===== config.mk =====
export PLATFORM = sky130hd
export DESIGN_NAME = hazard_forwarding_unit
export DESIGN_NICKNAME = d
export VERILOG_FILES = /design/src/rtl/hazard_forwarding_unit_pkg.sv /design/src/rtl/hazard_fwd_sel.sv /design/src/rtl/hazard_forwarding_unit.sv
export SDC_FILE = /design/constraint.sdc
export NUM_CORES = 1
export LEC_CHECK = 0
export BUFFER_PORTS_ARGS = -buffer_cell sky130_fd_sc_hd__buf_2
export CAP_MARGIN = 20
export CORE_AREA = 8 8 68 70
export DETAILED_ROUTE_END_ITERATION = 10
export DIE_AREA = 0 0 76 78
export GPL_TIMING_DRIVEN = 0
export PLACE_DENSITY = 0.76
export SYNTH_ARGS = -nofsm -noshare
export SYNTH_HDL_FRONTEND = slang
export SYNTH_SLANG_ARGS = --single-unit

===== constraint.sdc =====
create_clock -name Clk -period 1.98 [get_ports Clk]
set_clock_uncertainty 0.1 [all_clocks]
set_input_delay 0.099 -clock Clk [delete_from_list [all_inputs] [get_ports Clk]]
set_output_delay 0.099 -clock Clk [all_outputs]
set_load 0.03 [all_outputs]

===== src/rtl/hazard_forwarding_unit_pkg.sv =====
// Shared encodings for the hazard/forwarding unit: operand-mux selects,
// FSM states and the event counter width.
package hazard_forwarding_unit_pkg;
  localparam int CNT_W   = 8;
  localparam int NUM_OPS = 3;

  localparam logic [1:0] SEL_RF  = 2'b00;
  localparam logic [1:0] SEL_EX  = 2'b01;
  localparam logic [1:0] SEL_MEM = 2'b10;
  localparam logic [1:0] SEL_WB  = 2'b11;

  localparam logic [1:0] ST_RUN   = 2'd0;
  localparam logic [1:0] ST_STALL = 2'd1;
  localparam logic [1:0] ST_FLUSH = 2'd2;

  localparam logic [3:0] REG_PC = 4'd15;

  typedef struct packed {
    logic [3:0] rd;
    logic       en;
  } dst_t;

  function automatic logic [CNT_W-1:0] sat_inc(input logic [CNT_W-1:0] v);
    return (v == {CNT_W{1'b1}}) ? v : v + 1'b1;
  endfunction
endpackage


===== src/rtl/hazard_fwd_sel.sv =====
// Per-operand forwarding select: EX > MEM > WB priority, R15 never forwarded,
// and an EX hit on a load is reported as load-use instead of forwarded.
module hazard_fwd_sel
  import hazard_forwarding_unit_pkg::*;
(
  input  logic [3:0] i_src,
  input  logic       i_use,
  input  dst_t       i_ex,
  input  dst_t       i_mem,
  input  dst_t       i_wb,
  input  logic       i_ex_load,
  output logic [1:0] o_sel,
  output logic       o_load_use
);
  logic w_live, w_ex_hit, w_mem_hit, w_wb_hit;

  assign w_live    = i_use && (i_src != REG_PC);
  assign w_ex_hit  = w_live && i_ex.en  && (i_ex.rd  == i_src);
  assign w_mem_hit = w_live && i_mem.en && (i_mem.rd == i_src);
  assign w_wb_hit  = w_live && i_wb.en  && (i_wb.rd  == i_src);

  always_comb begin
    o_sel = SEL_RF;
    if (w_ex_hit && !i_ex_load) o_sel = SEL_EX;
    else if (w_mem_hit)         o_sel = SEL_MEM;
    else if (w_wb_hit)          o_sel = SEL_WB;
  end

  assign o_load_use = w_ex_hit && i_ex_load;
endmodule


===== src/rtl/hazard_forwarding_unit.sv =====
// Pipeline hazard unit: operand forwarding selects, load-use stall and
// taken-branch flush control, with saturating stall/flush event counters.
module hazard_forwarding_unit
  import hazard_forwarding_unit_pkg::*;
(
  input  logic             Clk,
  input  logic             Clr,
  input  logic [3:0]       ID_Rn,
  input  logic [3:0]       ID_Rm,
  input  logic [3:0]       ID_Rd,
  input  logic             ID_use_Rn,
  input  logic             ID_use_Rm,
  input  logic             ID_use_Rd,
  input  logic [3:0]       EX_RD,
  input  logic [3:0]       MEM_RD,
  input  logic [3:0]       WB_RD,
  input  logic             EX_RF_enable,
  input  logic             MEM_RF_enable,
  input  logic             WB_RF_enable,
  input  logic             EX_load_instr,
  input  logic             branch_taken,
  output logic [1:0]       SelPA,
  output logic [1:0]       SelPB,
  output logic [1:0]       SelPD,
  output logic             PC_LE,
  output logic             IF_ID_LE,
  output logic             NOP_E,
  output logic             IF_ID_flush,
  output logic [CNT_W-1:0] stall_cnt,
  output logic [CNT_W-1:0] flush_cnt
);
  logic [NUM_OPS-1:0][3:0] w_src;
  logic [NUM_OPS-1:0]      w_use;
  logic [NUM_OPS-1:0][1:0] w_sel;
  logic [NUM_OPS-1:0]      w_lu;
  dst_t                    w_ex, w_mem, w_wb;
  logic                    w_load_use, w_branch;
  logic [1:0]              r_state, w_next;
  logic [CNT_W-1:0]        r_stall_cnt, r_flush_cnt;

  // Operand order: 0 = Rn (PA), 1 = Rm (PB), 2 = Rd store data (PD)
  assign w_src = {ID_Rd, ID_Rm, ID_Rn};
  assign w_use = {ID_use_Rd, ID_use_Rm, ID_use_Rn};
  assign w_ex  = '{rd: EX_RD,  en: EX_RF_enable};
  assign w_mem = '{rd: MEM_RD, en: MEM_RF_enable};
  assign w_wb  = '{rd: WB_RD,  en: WB_RF_enable};

  for (genvar g = 0; g < NUM_OPS; g++) begin : g_op
    hazard_fwd_sel u_sel (
      .i_src      (w_src[g]),
      .i_use      (w_use[g]),
      .i_ex       (w_ex),
      .i_mem      (w_mem),
      .i_wb       (w_wb),
      .i_ex_load  (EX_load_instr),
      .o_sel      (w_sel[g]),
      .o_load_use (w_lu[g])
    );
  end

  // Held in reset, every control output falls back to its idle value.
  assign SelPA      = Clr ? w_sel[0] : SEL_RF;
  assign SelPB      = Clr ? w_sel[1] : SEL_RF;
  assign SelPD      = Clr ? w_sel[2] : SEL_RF;
  assign w_load_use = Clr && (|w_lu);
  assign w_branch   = Clr && branch_taken;

  always_comb begin
    PC_LE       = 1'b1;
    IF_ID_LE    = 1'b1;
    NOP_E       = 1'b0;
    IF_ID_flush = 1'b0;
    w_next      = ST_RUN;
    case (r_state)
      ST_RUN: begin
        if (w_branch) begin
          IF_ID_flush = 1'b1;
          w_next      = ST_FLUSH;
        end else if (w_load_use) begin
          PC_LE    = 1'b0;
          IF_ID_LE = 1'b0;
          NOP_E    = 1'b1;
          w_next   = ST_STALL;
        end
      end
      ST_STALL: w_next = ST_RUN;
      ST_FLUSH: begin
        NOP_E  = 1'b1;
        w_next = ST_RUN;
      end
      default: w_next = ST_RUN;
    endcase
  end

  always_ff @(posedge Clk or negedge Clr) begin
    if (!Clr) begin
      r_state     <= ST_RUN;
      r_stall_cnt <= '0;
      r_flush_cnt <= '0;
    end else begin
      r_state <= w_next;
      if (r_state == ST_RUN && w_next == ST_STALL) r_stall_cnt <= sat_inc(r_stall_cnt);
      if (r_state == ST_RUN && w_next == ST_FLUSH) r_flush_cnt <= sat_inc(r_flush_cnt);
    end
  end

  assign stall_cnt = r_stall_cnt;
  assign flush_cnt = r_flush_cnt;
endmodule


==> impl_metrics.json <==
{
  "run_status": "complete, but fails checks",
  "routabilityCongestion": 0.8194,
  "hold_class": "input pin to flip-flop",
  "ys_seq_area_frac": 0.3270,
  "critPathLaunchType": "flip-flop",
  "hold_slack_ps": 65.04,
  "cp-end-kind": "flip-flop",
  "rrSetupSlack_ps": -190,
  "syn_avg_cell_area_um2": 9.435,
  "crit_type": "flip-flop to flip-flop",
  "hold_viol": 0,
  "synth_area_um2": 1378,
  "cts_root_buf": "clkbuf_4",
  "start_util": 0.3879,
  "wl_um": 3829,
  "cts_sinks": 18,
  "portBuffers": 59,
  "path_clk_slew_ps": 100,
  "clock.fmax_ghz": 0.4607,
  "wl_per_cell_um": 14.56,
  "timing.final.ws_setup_ps": -190.6,
  "pin_count": 60,
  "worst_pin_slew_ps": 794.7,
  "power.density_nw_per_um2": 623.4,
  "finalSetupViolCount": 9,
  "power.leakage_nw": 0.9382,
  "fin_total_pwr_w": 0.001202,
  "grt_pass1_wl_um": 6182,
  "vias": 1371,
  "synth.area.top_cells": "dfrtp_1, xor2_1, xnor2_1, nand4_1, and3_1",
  "cts_buffers": 3,
  "cts_buffer_depth": 2,
  "antenna_cells": 0,
  "arrival_ps": 2260,
  "worst_hold_startpoint": "branch_taken",
  "rr_worst_depth": 6,
  "max-cap-violations": 0,
  "ys_ff_latch": 18,
  "dr.pass1.iters": 4,
  "clock_latency_ps": 300,
  "r2r-end": "stall_cnt[1]",
  "rows": 22,
  "tritoncts": "yes",
  "synthCells": 146,
  "final_nets": 252,
  "grt_max_degree": 19,
  "critPathMaxFanout": 8,
  "grt_pass1_vias": 1425,
  "fill_cells": 335,
  "vdd_drop_max_v": 0.0002382,
  "drtIter0Drc": 81,
  "finalCriticalPeriod_ps": 2171,
  "violations": "setup timing",
  "dp_slack_ps": -275.2,
  "hold_end": "r_state[1]",
  "yosysUniqueCellTypes": 25,
  "crit_required_ps": 2070,
  "avgViaCountPerCell": 5.213,
  "antenna_found_initial": 0,
  "slew_headroom": 0.4685,
  "r2r_start": "stall_cnt[1]",
  "detail-route-antenna-nets": 0,
  "finish.utilization": 0.5430,
  "post-dp-hpwl_um": 3061,
  "dp.cells": 253,
  "min_path_cells": 3,
  "ys_warn_count": 0,
  "finalMaxSlewViolations": 0,
  "grt.total_usage": 0.1228,
  "fin_crit_sh": 1.096,
  "htreeDepth": 1,
  "synth_top_cell_by_area": "dfrtp_1",
  "rsz0062_at_grt": "true",
  "fin_cells": 263,
  "die_area_um2": 5928,
  "core_area_um2": 3551,
  "die_h_um": 78,
  "dieWidth_um": 76,
  "drc": 0,
  "synthToLayoutAreaGrowth_pct": 39.96,
  "grt-ovfl-total": 0,
  "syn_nets": 182,
  "drive_above_1_share": 0.4140,
  "netlist.area_leader.share": 0.3270
}
final cells by class:
cell class	count	area, um2	area share
clock buffers	4	36.28	0.01882
multi-input cells	123	969.7	0.5029
repair buffers	66	386.6	0.2005
inverters	3	11.26	0.005840
plain buffers	1	11.26	0.005840
well taps	48	60.06	0.03115
flip-flops and latches	18	452.9	0.2349
state kept, by name, indices dropped and copies added (netlist names):
name	count
stall_cnt	8
r_state	2
flush_cnt	8
through the flow:
step / setup TNS (ps) / instance area (um2)
after floorplan: -1334 / 1401
after global placement: -1529 / 1757
after detailed placement: -1598 / 1757
after CTS: -1104 / 1887
after global routing: -1741 / 1928
final: -1228 / 1928
placed cells by master, fill, tap and decap left out, types with 4 or more instances in the layout:
cell / n
buf_4: 8
nor4_1: 5
buf_2: 52
buf_6: 6
dfrtp_1: 16
and3_1: 4
or4_4: 5
nand2_1: 10
nand4_1: 14
nor2_1: 10
xor2_1: 28
xnor2_1: 20
per-layer routing:
layer | up-vias | GRT usage | part of all wire
li1 | 663 | - | -
met4 | 0 | 0.05882 | 0.014
met1 | 639 | 0.1330 | 0.41
met3 | 7 | 0.05069 | 0.098
met5 | - | 0 | 0
met2 | 62 | 0.2039 | 0.48
how the worst max path moves through the flow:
stage                  from            to  cells after the start
4_1_cts        stall_cnt[1]  stall_cnt[1]                      6
6_report       stall_cnt[1]  stall_cnt[1]                      6
5_1_grt        stall_cnt[1]  stall_cnt[6]                      7
3_3_place_gp       ID_Rn[2]         PC_LE                      8
2_1_floorplan  stall_cnt[1]  stall_cnt[1]                      6
3_5_place_dp       ID_Rn[2]         PC_LE                      8
critical path, stage by stage, from the launching register on:
cell     delay (ps)
dfrtp_2         440
ha_4            160
and3_4          180
and3_4          160
or4_4           420
a31oi_4         280
mux2_4          330
cell usage after synthesis, drive strengths merged:
cell,count
a31oi,3
and3,7
buf,2
dfrtp,18
ha,2
inv,3
mux2,2
nand2,10
nand3,3
nand3b,1
nand4,14
nor2,10
nor2b,3
nor3,2
nor4,5
o21a,3
o21ai,2
o221a,1
or4,5
xnor2,22
xor2,28
power breakdown:
group	switching [W]	total (W)	internal [W]	leakage [nW]
Clock	0.000114	0.000226	0.000112	0.0210
Combinational	0.000285	0.000476	0.000191	0.679
Sequential	0.0000714	0.000500	0.000428	0.238
Total	0.000470	0.00120	0.000732	0.938
kinds of logic after synthesis:
kind of cell    Yosys count  synth area share
simple gates             60            0.2425
fa+ha+maj                 2           0.01816
mux                       2           0.01635
compound gates            9           0.05631
xor+xnor                 50            0.3179
flops                    18            0.3270
buf+inv                   5           0.02180
what timing repair did:
action | 4_1_cts | 5_1_grt
gates resized for setup | 17 | 5
pin swaps | 4 | 4
hold endpoints to repair | 18 | 0
hold buffers | 1 | 0
endpoints found under the setup margin | 10 | 11
setup buffers | 4 | 2
Note: power is estimated with default switching activity, not from simulation.
